File: src/rtl/mem_access_unit_pkg.sv
// rtl/mem_access_unit_pkg.sv - shared constants, size codes and FSM states for the load/store stage
package mem_access_unit_pkg;

  localparam int DATA_WIDTH = 32;

  localparam logic [1:0] SZ_BYTE = 2'b00;
  localparam logic [1:0] SZ_HALF = 2'b01;
  localparam logic [1:0] SZ_WORD = 2'b10;

  typedef enum logic [1:0] {
    ST_IDLE = 2'b00,
    ST_REQ  = 2'b01,
    ST_RESP = 2'b10,
    ST_WB   = 2'b11
  } mau_state_e;

  // Size code 2'b11 behaves as a word, so only bit 1 distinguishes word accesses.
  function automatic logic is_misaligned(input logic [1:0] size, input logic [1:0] addr_lo);
    if (size == SZ_HALF) return addr_lo[0];
    if (size[1])         return addr_lo != 2'b00;
    return 1'b0;
  endfunction

endpackage

File: src/rtl/mem_load_align.sv
// rtl/mem_load_align.sv - extracts the addressed byte/half/word from a read word and extends it
module mem_load_align
  import mem_access_unit_pkg::*;
(
  input  logic [DATA_WIDTH-1:0] rdata_i,
  input  logic [1:0]            addr_lo_i,
  input  logic [1:0]            size_i,
  input  logic                  unsigned_i,
  output logic [DATA_WIDTH-1:0] data_o
);

  logic [DATA_WIDTH-1:0] shifted;

  assign shifted = rdata_i >> {addr_lo_i, 3'b000};

  always_comb begin
    data_o = shifted;
    case (size_i)
      SZ_BYTE: data_o = unsigned_i ? {24'h0, shifted[7:0]}  : {{24{shifted[7]}}, shifted[7:0]};
      SZ_HALF: data_o = unsigned_i ? {16'h0, shifted[15:0]} : {{16{shifted[15]}}, shifted[15:0]};
      default: data_o = shifted;
    endcase
  end

endmodule

File: src/rtl/mem_access_unit.sv
// rtl/mem_access_unit.sv - load/store stage: memory request/response handshake and write-back result
module mem_access_unit
  import mem_access_unit_pkg::*;
#(
  parameter int RD_WIDTH = 5
) (
  input  logic                  clk,
  input  logic                  rst,
  input  logic                  in_valid,
  output logic                  in_ready,
  input  logic                  in_mem_rd,
  input  logic                  in_mem_wr,
  input  logic [1:0]            in_size,
  input  logic                  in_unsigned,
  input  logic [DATA_WIDTH-1:0] in_addr,
  input  logic [DATA_WIDTH-1:0] in_wdata,
  input  logic [RD_WIDTH-1:0]   in_rd,
  output logic [DATA_WIDTH-1:0] Address,
  output logic                  MemWrite,
  output logic                  MemRead,
  output logic [DATA_WIDTH-1:0] Write_data,
  output logic [3:0]            Write_strb,
  input  logic                  Mem_Req_Ready,
  input  logic [DATA_WIDTH-1:0] Read_data,
  input  logic                  Read_data_Valid,
  output logic                  Read_data_Ready,
  output logic                  out_valid,
  input  logic                  out_ready,
  output logic [DATA_WIDTH-1:0] out_data,
  output logic [RD_WIDTH-1:0]   out_rd,
  output logic                  out_misalign
);

  mau_state_e            state_q, state_d;
  logic                  is_rd_q, is_rd_d;
  logic                  is_wr_q, is_wr_d;
  logic [1:0]            size_q, size_d;
  logic                  uns_q, uns_d;
  logic [DATA_WIDTH-1:0] addr_q, addr_d;
  logic [DATA_WIDTH-1:0] wdata_q, wdata_d;
  logic [RD_WIDTH-1:0]   rd_q, rd_d;
  logic [DATA_WIDTH-1:0] out_data_q, out_data_d;
  logic                  misalign_q, misalign_d;
  logic [DATA_WIDTH-1:0] load_data;
  logic [3:0]            strb_raw;

  mem_load_align u_align (
    .rdata_i    (Read_data),
    .addr_lo_i  (addr_q[1:0]),
    .size_i     (size_q),
    .unsigned_i (uns_q),
    .data_o     (load_data)
  );

  always_ff @(posedge clk) begin
    if (rst) begin
      state_q    <= ST_IDLE;
      is_rd_q    <= 1'b0;
      is_wr_q    <= 1'b0;
      size_q     <= 2'b00;
      uns_q      <= 1'b0;
      addr_q     <= '0;
      wdata_q    <= '0;
      rd_q       <= '0;
      out_data_q <= '0;
      misalign_q <= 1'b0;
    end else begin
      state_q    <= state_d;
      is_rd_q    <= is_rd_d;
      is_wr_q    <= is_wr_d;
      size_q     <= size_d;
      uns_q      <= uns_d;
      addr_q     <= addr_d;
      wdata_q    <= wdata_d;
      rd_q       <= rd_d;
      out_data_q <= out_data_d;
      misalign_q <= misalign_d;
    end
  end

  always_comb begin
    state_d    = state_q;
    is_rd_d    = is_rd_q;
    is_wr_d    = is_wr_q;
    size_d     = size_q;
    uns_d      = uns_q;
    addr_d     = addr_q;
    wdata_d    = wdata_q;
    rd_d       = rd_q;
    out_data_d = out_data_q;
    misalign_d = misalign_q;
    case (state_q)
      ST_IDLE: begin
        if (in_valid) begin
          // A simultaneous read and write strobe is resolved as a load.
          is_rd_d    = in_mem_rd;
          is_wr_d    = in_mem_wr & ~in_mem_rd;
          size_d     = in_size;
          uns_d      = in_unsigned;
          addr_d     = in_addr;
          wdata_d    = in_wdata;
          rd_d       = in_rd;
          out_data_d = '0;
          misalign_d = 1'b0;
          if (!in_mem_rd && !in_mem_wr) begin
            out_data_d = in_addr;
            state_d    = ST_WB;
          end else if (is_misaligned(in_size, in_addr[1:0])) begin
            misalign_d = 1'b1;
            state_d    = ST_WB;
          end else begin
            state_d    = ST_REQ;
          end
        end
      end
      ST_REQ: begin
        if (Mem_Req_Ready) state_d = is_rd_q ? ST_RESP : ST_WB;
      end
      ST_RESP: begin
        if (Read_data_Valid) begin
          out_data_d = load_data;
          state_d    = ST_WB;
        end
      end
      ST_WB: begin
        if (out_ready) state_d = ST_IDLE;
      end
      default: state_d = ST_IDLE;
    endcase
  end

  always_comb begin
    Write_data = wdata_q;
    strb_raw   = 4'b1111;
    case (size_q)
      SZ_BYTE: begin
        Write_data = {4{wdata_q[7:0]}};
        strb_raw   = 4'b0001 << addr_q[1:0];
      end
      SZ_HALF: begin
        Write_data = {2{wdata_q[15:0]}};
        strb_raw   = 4'b0011 << addr_q[1:0];
      end
      default: begin
        Write_data = wdata_q;
        strb_raw   = 4'b1111;
      end
    endcase
  end

  assign in_ready        = (state_q == ST_IDLE);
  assign MemRead         = (state_q == ST_REQ) && is_rd_q;
  assign MemWrite        = (state_q == ST_REQ) && is_wr_q;
  assign Write_strb      = (state_q == ST_REQ) ? strb_raw : 4'b0000;
  assign Read_data_Ready = (state_q == ST_RESP);
  assign Address         = {addr_q[DATA_WIDTH-1:2], 2'b00};
  assign out_valid       = (state_q == ST_WB);
  assign out_data        = out_data_q;
  assign out_rd          = rd_q;
  assign out_misalign    = misalign_q;

endmodule
File: config.mk
export PLATFORM = sky130hd
export DESIGN_NAME = mem_access_unit
export DESIGN_NICKNAME = d
export VERILOG_FILES = /design/src/rtl/mem_access_unit_pkg.sv /design/src/rtl/mem_load_align.sv /design/src/rtl/mem_access_unit.sv
export SDC_FILE = /design/constraint.sdc
export NUM_CORES = 1
export LEC_CHECK = 0
export ABC_AREA = 1
export CAP_MARGIN = 20
export CORE_MARGIN = 1
export CORE_UTILIZATION = 25
export CTS_CLUSTER_DIAMETER = 200
export CTS_CLUSTER_SIZE = 10
export DETAILED_ROUTE_END_ITERATION = 12
export PLACE_DENSITY_LB_ADDON = 0.12
export SLEW_MARGIN = 20
export SYNTH_ARGS = -nofsm -noshare
export SYNTH_HDL_FRONTEND = slang
export SYNTH_SLANG_ARGS = --single-unit
File: constraint.sdc
create_clock -name clk -period 4.6 [get_ports clk]
set_input_delay 0.92 -clock clk [delete_from_list [all_inputs] [get_ports clk]]
set_output_delay 0.92 -clock clk [all_outputs]
set_load 0.02 [all_outputs]
=== Word level (Yosys, flattened, before mapping) ===
Index checks and enable logic that the tools add are counted.

* Register bits: 109
* Bits of input ports: 112
* Output and inout bits: 111
* Logic and storage cells: 72

* Equal/unequal tests: 9
* Shift operators: 3
* Multiplexer cells: 36
* Bitwise operators: 2
* Reduce and logical (&&, ||, !) cells: 12

{| class="wikitable"
|+ Operator list
! operator !! number
|-
| $pmux W32 S2 || 3
|-
| $mux W32 || 5
|-
| $shr A32 B5 Y32 || 1
|-
| $mux W1 || 19
|-
| $mux W2 || 6
|-
| $pmux W2 S4 || 1
|-
| $pmux W4 S2 || 1
|-
| $eq A2 B1 Y1 const B || 3
|-
| $ne A2 B2 Y1 const B || 3
|-
| $eq A2 B2 Y1 const B || 2
|-
| $logic_not A2 Y1 || 2
|-
| $mux W4 || 1
|-
| $reduce_and A4 Y1 || 1
|-
| $reduce_bool A2 Y1 || 2
|-
| $shl A1 B2 Y4 const A || 1
|-
| $shl A2 B2 Y4 const A || 1
|-
| $logic_and A1 B1 Y1 || 3
|-
| $reduce_and A3 Y1 || 1
|-
| $logic_not A1 Y1 || 2
|-
| $ne A2 B1 Y1 const B || 1
|-
| $reduce_and A2 Y1 || 1
|-
| $and A1 B1 Y1 || 1
|-
| $not A1 Y1 || 1
|}

=== Logic depth before layout (Yosys ltp) ===
* Depth in word-level cells: 18
* Gate-level depth with buffers: 9
* Gate-level depth less buffers: 8

=== By module ===
A second synthesis with hierarchy kept.

* Cells, all modules: 981
* Area total of the unflattened synthesis: 6190.9 µm²

{| class="wikitable"
|+ By module, submodules not included
! module !! times used !! cells each !! area each (µm²) !! sequential area each (µm²)
|-
| mem_access_unit || 1 || 807 || 5287.6 || 2182.1
|-
| mem_load_align || 1 || 174 || 903.4 || 0.0
|}

=== Worst setup path after synthesis ===
OpenSTA, ideal clock, no wires.

* Path kind: register -> output
* Start point: register size_q[1]
* End point: output Write_data[12]
* Arrival time: 1.277 ns
* Data required time: 3.680 ns
* Setup slack: 2.403 ns
* Stages on the path, launching flop included: 7
* Buffers on the path: 2
* Cell sequence: dfxtp_1 > buf_6 > clkinv_4 > nand2_4 > inv_1 > buf_2 > o21ai_0

* Cells in the longest elaborated chain, start to end: 2
* Elaborated cells on any way between the ends: 3
* Those cells by class: eq/ne (1); mux (1); reduce/logical (1)

{| class="wikitable"
|+ RTL lines
! item !! RTL line !! source
|-
| from (decl) || mem_access_unit.sv:37 || <nowiki>logic [1:0] size_q, size_d;</nowiki>
|-
| from (signal assigned) || mem_access_unit.sv:71 || <nowiki>size_q <= size_d;</nowiki>
|-
| $eq A2 B1 Y1 / $logic_not A2 Y1 (equally long branches) || mem_access_unit.sv:135 || <nowiki>case (size_q)</nowiki>
|-
| $pmux W32 S2 * || mem_access_unit.sv:135 ||
|-
| to (decl) || mem_access_unit.sv:21 || <nowiki>output logic [DATA_WIDTH-1:0] Write_data,</nowiki>
|}

Every way passes the cells marked *; elsewhere a longest branch is shown, timed or not.

=== Worst setup path after layout ===
* Start point: register size_q[1]
* End point: output Write_data[13]

Same word-level chain as after synthesis.

==> results by group <==
Place
  – Number of buffers inserted by port buffering: 220
  – Post-detailed-placement half-perimeter wirelength: 15200 µm
  – Gp weighted congestion: 0.839

Run status
  – Outcome: finished clean

Min path
  – Worst Hold Depth: 2
  – Endpoint of the worst hold path: is_wr_q
  – Path type of the worst min-delay path: register to register
  – Startpoint of the tightest hold check path: is_wr_q

Power
  – Power per unit of standard cell area: 603 nW/µm²
  – Leak: 0.00330 µW
  – Largest vdd supply drop: 0.000232 V

Job
  – MaxCap Viol Count: 0

Critical path
  – Depth of the worst register-to-register path: 9
  – CP bufs+invs: 3
  – Cell-by-cell listing of the critical path: clkinv_4, nand2_4, inv_1, o21ai_0, clkdlybuf4s50_1
  – Slowest stage delay, CP: 0.76 ns
  – Endpoint class of the critical path: output pin
  – Kind of start point of the critical path: register
  – CP Max Fanout: 19
  – Startpoint-to-endpoint class of the critical path: register to output pin
  – Worst R2R End: out_data[22]
  – Kind of cell adding the most delay to the critical path: buffers and inverters
  – Slowest stage cell, crit path: sky130_fd_sc_hd__dfxtp_1
  – Startpoint of the lowest-slack register-to-register path: state_q[0]
  – Register-to-Register Setup Slack: 2.21 ns
  – Arrival time of the worst setup path: 2.66 ns
  – Required time at the worst-slack endpoint: 3.68 ns

Final layout
  – Fill count: 2487
  – Commonest cells after routing, fill and taps aside: sky130_fd_sc_hd__clkdlybuf4s50_1 (220), sky130_fd_sc_hd__nand2_1 (171), sky130_fd_sc_hd__o21ai_0 (127)
  – Combined flip-flop and latch cell area: 2180 µm²
  – Fraction of final layout cells with drive strength greater than 1: 6.01%
  – Nets: 1111
  – Area grow syn2layout: 39.7%
  – Commonest non-fill, non-tap cell in the layout: sky130_fd_sc_hd__clkdlybuf4s50_1
  – Multi-input combinational cell area: 2820 µm²

STA
  – Unrepaired setup endpoints after global routing: false
  – Worst rel slew slack: 47.0%
  – Final Cycle Share: 77.9%
  – Number of hold-slack violations in the final timing report: 0
  – Final Setup Violations: 0
  – TNS Setup: 0 ns
  – Maximum operating frequency: 279 MHz
  – Crit path time final: 3.58 ns
  – Max-slew violations: 0
  – Worst hold slack: 0.471 ns
  – Layout Skew: 0.00778 ns
  – Tightest Pin Transition: 0.794 ns

Clocking
  – Number of buffers added by the clock tree synthesis step: 9
  – # resized after CTS: 0
  – Clock Sinks: 109
  – CTS tree: built
  – Post-CTS Setup Bufs: 0
  – Clock Root Buffer: sky130_fd_sc_hd__clkbuf_16
  – Number of levels in the clock H-tree: 3
  – CTS hold repair buffers: 0
  – Clock insertion delay at the later pin of the skew report: 0.36 ns
  – CTS max path bufs: 2
  – Clock-pin slew reported for the worst setup and hold paths after clock tree synthesis: 0.08 ns

Routing
  – Wire per inst: 16.0 µm
  – Total detailed-routing wirelength: 20600 µm
  – Post-route ant nets: 0
  – Drc violations: 0
  – Per-cell via count in the routed design: 4.50
  – Detailed-router iteration count before antenna repair: 5
  – Starting DRT DRC Count: 267
  – Total via count after detailed routing: 5785

Die
  – Initial Util: 25.6%
  – Core Area: 22700 µm²
  – Die Y-Extent: 155 µm
  – Row count: 55
  – Die Area: 23900 µm²
  – IO Pins: 223
  – Die Width: 155 µm

Logic synthesis
  – Area of the mapped netlist: 5820 µm²
  – Number of unique standard cell types used by synthesis: 30
  – Simple-gate portion of the synthesized area: 26.2%
  – Post-synthesis xor/xnor area fraction: 0%
  – Dominant combinational cell family by area after synthesis: simple AND/OR/NAND/NOR gates
  – Proportion of synthesized area in mux cells: 0%
  – Syn Area/Cell: 6.80 µm²
  – Cell count after synthesis: 856
  – Share of synthesized area occupied by flip-flops and latches: 37.5%
  – Post-synthesis register bit count: 109
  – Warning count from the yosys run: 0
  – Compound-gate portion of the synthesized area: 21.0%
  – Adder-Cell Fraction of Synth Area: 1.07%

Global route
  – Number of antenna violations at the first check in global routing: 2
  – Total routing usage reported by global routing: 17.3%
  – Global route overflow: 0
  – Via count of the first global-routing pass: 5498
  – Maximum number of pins on one net before global-route repair: 69
  – Wire length of the first global-routing pass: 31900 µm
## through the flow
step / setup WS [ns] / area, µm² / util [%] / power [µW] / cells
floorplan: 2.40 / 5830 / - / 3240 / 857
global placement: 1.43 / 7850 / 34.6 / 4160 / 1268
detailed placement: 1.38 / 7850 / 34.6 / 4170 / 1268
CTS: 0.984 / 8130 / 35.8 / 4980 / 1284
global route: 0.763 / 8130 / 35.8 / 5300 / 1284
finish: 1.02 / 8130 / 35.8 / 4900 / 1285
## kinds of logic (layout without fill, tap and decap cells)
family	Yosys count	after routing
simple gates	355	355
compound gates	232	232
buf+inv	154	296
flops	109	109
fa+ha+maj	5	5
other cells	1	3
## sequential cells by signal, summed over array words and instances (netlist names)
register / flops
wdata_q: 32
uns_q: 1
out_rd: 5
size_q: 2
out_data: 32
state_q: 2
out_misalign: 1
is_wr_q: 1
is_rd_q: 1
addr_q: 32
## area by class of cell
type / count / share of cell area [%]
multi-input combinational: 594 / 34.7
timing repair buffer: 228 / 28.1
sequential: 109 / 26.8
tap: 285 / 4.38
clock buffer: 11 / 2.98
inverter: 52 / 2.46
clock inverter: 5 / 0.523
antenna: 1 / 0.0308
## report_power, final
group | total, µW | leakage, µW | internal [µW] | switching (µW)
registers | 1450 | 0.000902 | 1250 | 198
clock network | 779 | 0.000137 | 390 | 389
logic | 2670 | 0.00226 | 1060 | 1610
total | 4900 | 0.00330 | 2700 | 2200
## Yosys cell counts
| library cell | number | area [µm²] |
|---|---|---|
| sky130_fd_sc_hd__a211oi_1 | 1 | 7.51 |
| sky130_fd_sc_hd__a21oi_1 | 69 | 345 |
| sky130_fd_sc_hd__a21oi_2 | 8 | 70.1 |
| sky130_fd_sc_hd__a31oi_1 | 1 | 6.26 |
| sky130_fd_sc_hd__buf_1 | 1 | 3.75 |
| sky130_fd_sc_hd__buf_2 | 24 | 120 |
| sky130_fd_sc_hd__buf_4 | 46 | 345 |
| sky130_fd_sc_hd__buf_6 | 5 | 56.3 |
| sky130_fd_sc_hd__clkbuf_1 | 23 | 86.3 |
| sky130_fd_sc_hd__clkbuf_2 | 3 | 15.0 |
| sky130_fd_sc_hd__clkinv_4 | 1 | 8.76 |
| sky130_fd_sc_hd__conb_1 | 1 | 3.75 |
| sky130_fd_sc_hd__dfxtp_1 | 109 | 2180 |
| sky130_fd_sc_hd__ha_1 | 5 | 62.6 |
| sky130_fd_sc_hd__inv_1 | 48 | 180 |
| sky130_fd_sc_hd__inv_2 | 3 | 11.3 |
| sky130_fd_sc_hd__nand2_1 | 172 | 646 |
| sky130_fd_sc_hd__nand2_2 | 3 | 18.8 |
| sky130_fd_sc_hd__nand2_4 | 1 | 11.3 |
| sky130_fd_sc_hd__nand3_1 | 43 | 215 |
| sky130_fd_sc_hd__nand3_2 | 14 | 140 |
| sky130_fd_sc_hd__nand3_4 | 1 | 17.5 |
| sky130_fd_sc_hd__nor2_1 | 115 | 432 |
| sky130_fd_sc_hd__nor2_2 | 1 | 6.26 |
| sky130_fd_sc_hd__nor2_4 | 2 | 22.5 |
| sky130_fd_sc_hd__nor3_1 | 2 | 10.0 |
| sky130_fd_sc_hd__o211ai_1 | 11 | 82.6 |
| sky130_fd_sc_hd__o21ai_0 | 127 | 636 |
| sky130_fd_sc_hd__o21ai_1 | 15 | 75.1 |
| sky130_fd_sc_hd__or2_1 | 1 | 6.26 |
## worst min-delay path, cell delays in order (launching register included)
cell and delay, ns:
sky130_fd_sc_hd__dfxtp_1 0.31, sky130_fd_sc_hd__nand2_1 0.06, sky130_fd_sc_hd__a21oi_1 0.06
## worst max path at each step
stage / start / slack (ns) / to / cells after the start
CTS: size_q[1] / 0.98 / Write_data[12] / 5
global route: size_q[1] / 0.76 / Write_data[12] / 5
finish: size_q[1] / 1.02 / Write_data[13] / 5
floorplan: size_q[1] / 2.40 / Write_data[12] / 6
detailed placement: size_q[1] / 1.38 / Write_data[12] / 5
global placement: size_q[1] / 1.43 / Write_data[12] / 5
## layer usage
| layer | vias to the layer above | GRT usage [%] | routed length [µm] |
|---|---|---|---|
| met5 | - | 0 | 13 |
| met4 | 2 | 4.29 | 248 |
| met3 | 16 | 3.95 | 1120 |
| met2 | 143 | 27.4 | 9160 |
| met1 | 2602 | 23.8 | 10000 |
| li1 | 3022 | - | - |
Note: power is estimated with default switching activity, not from simulation.
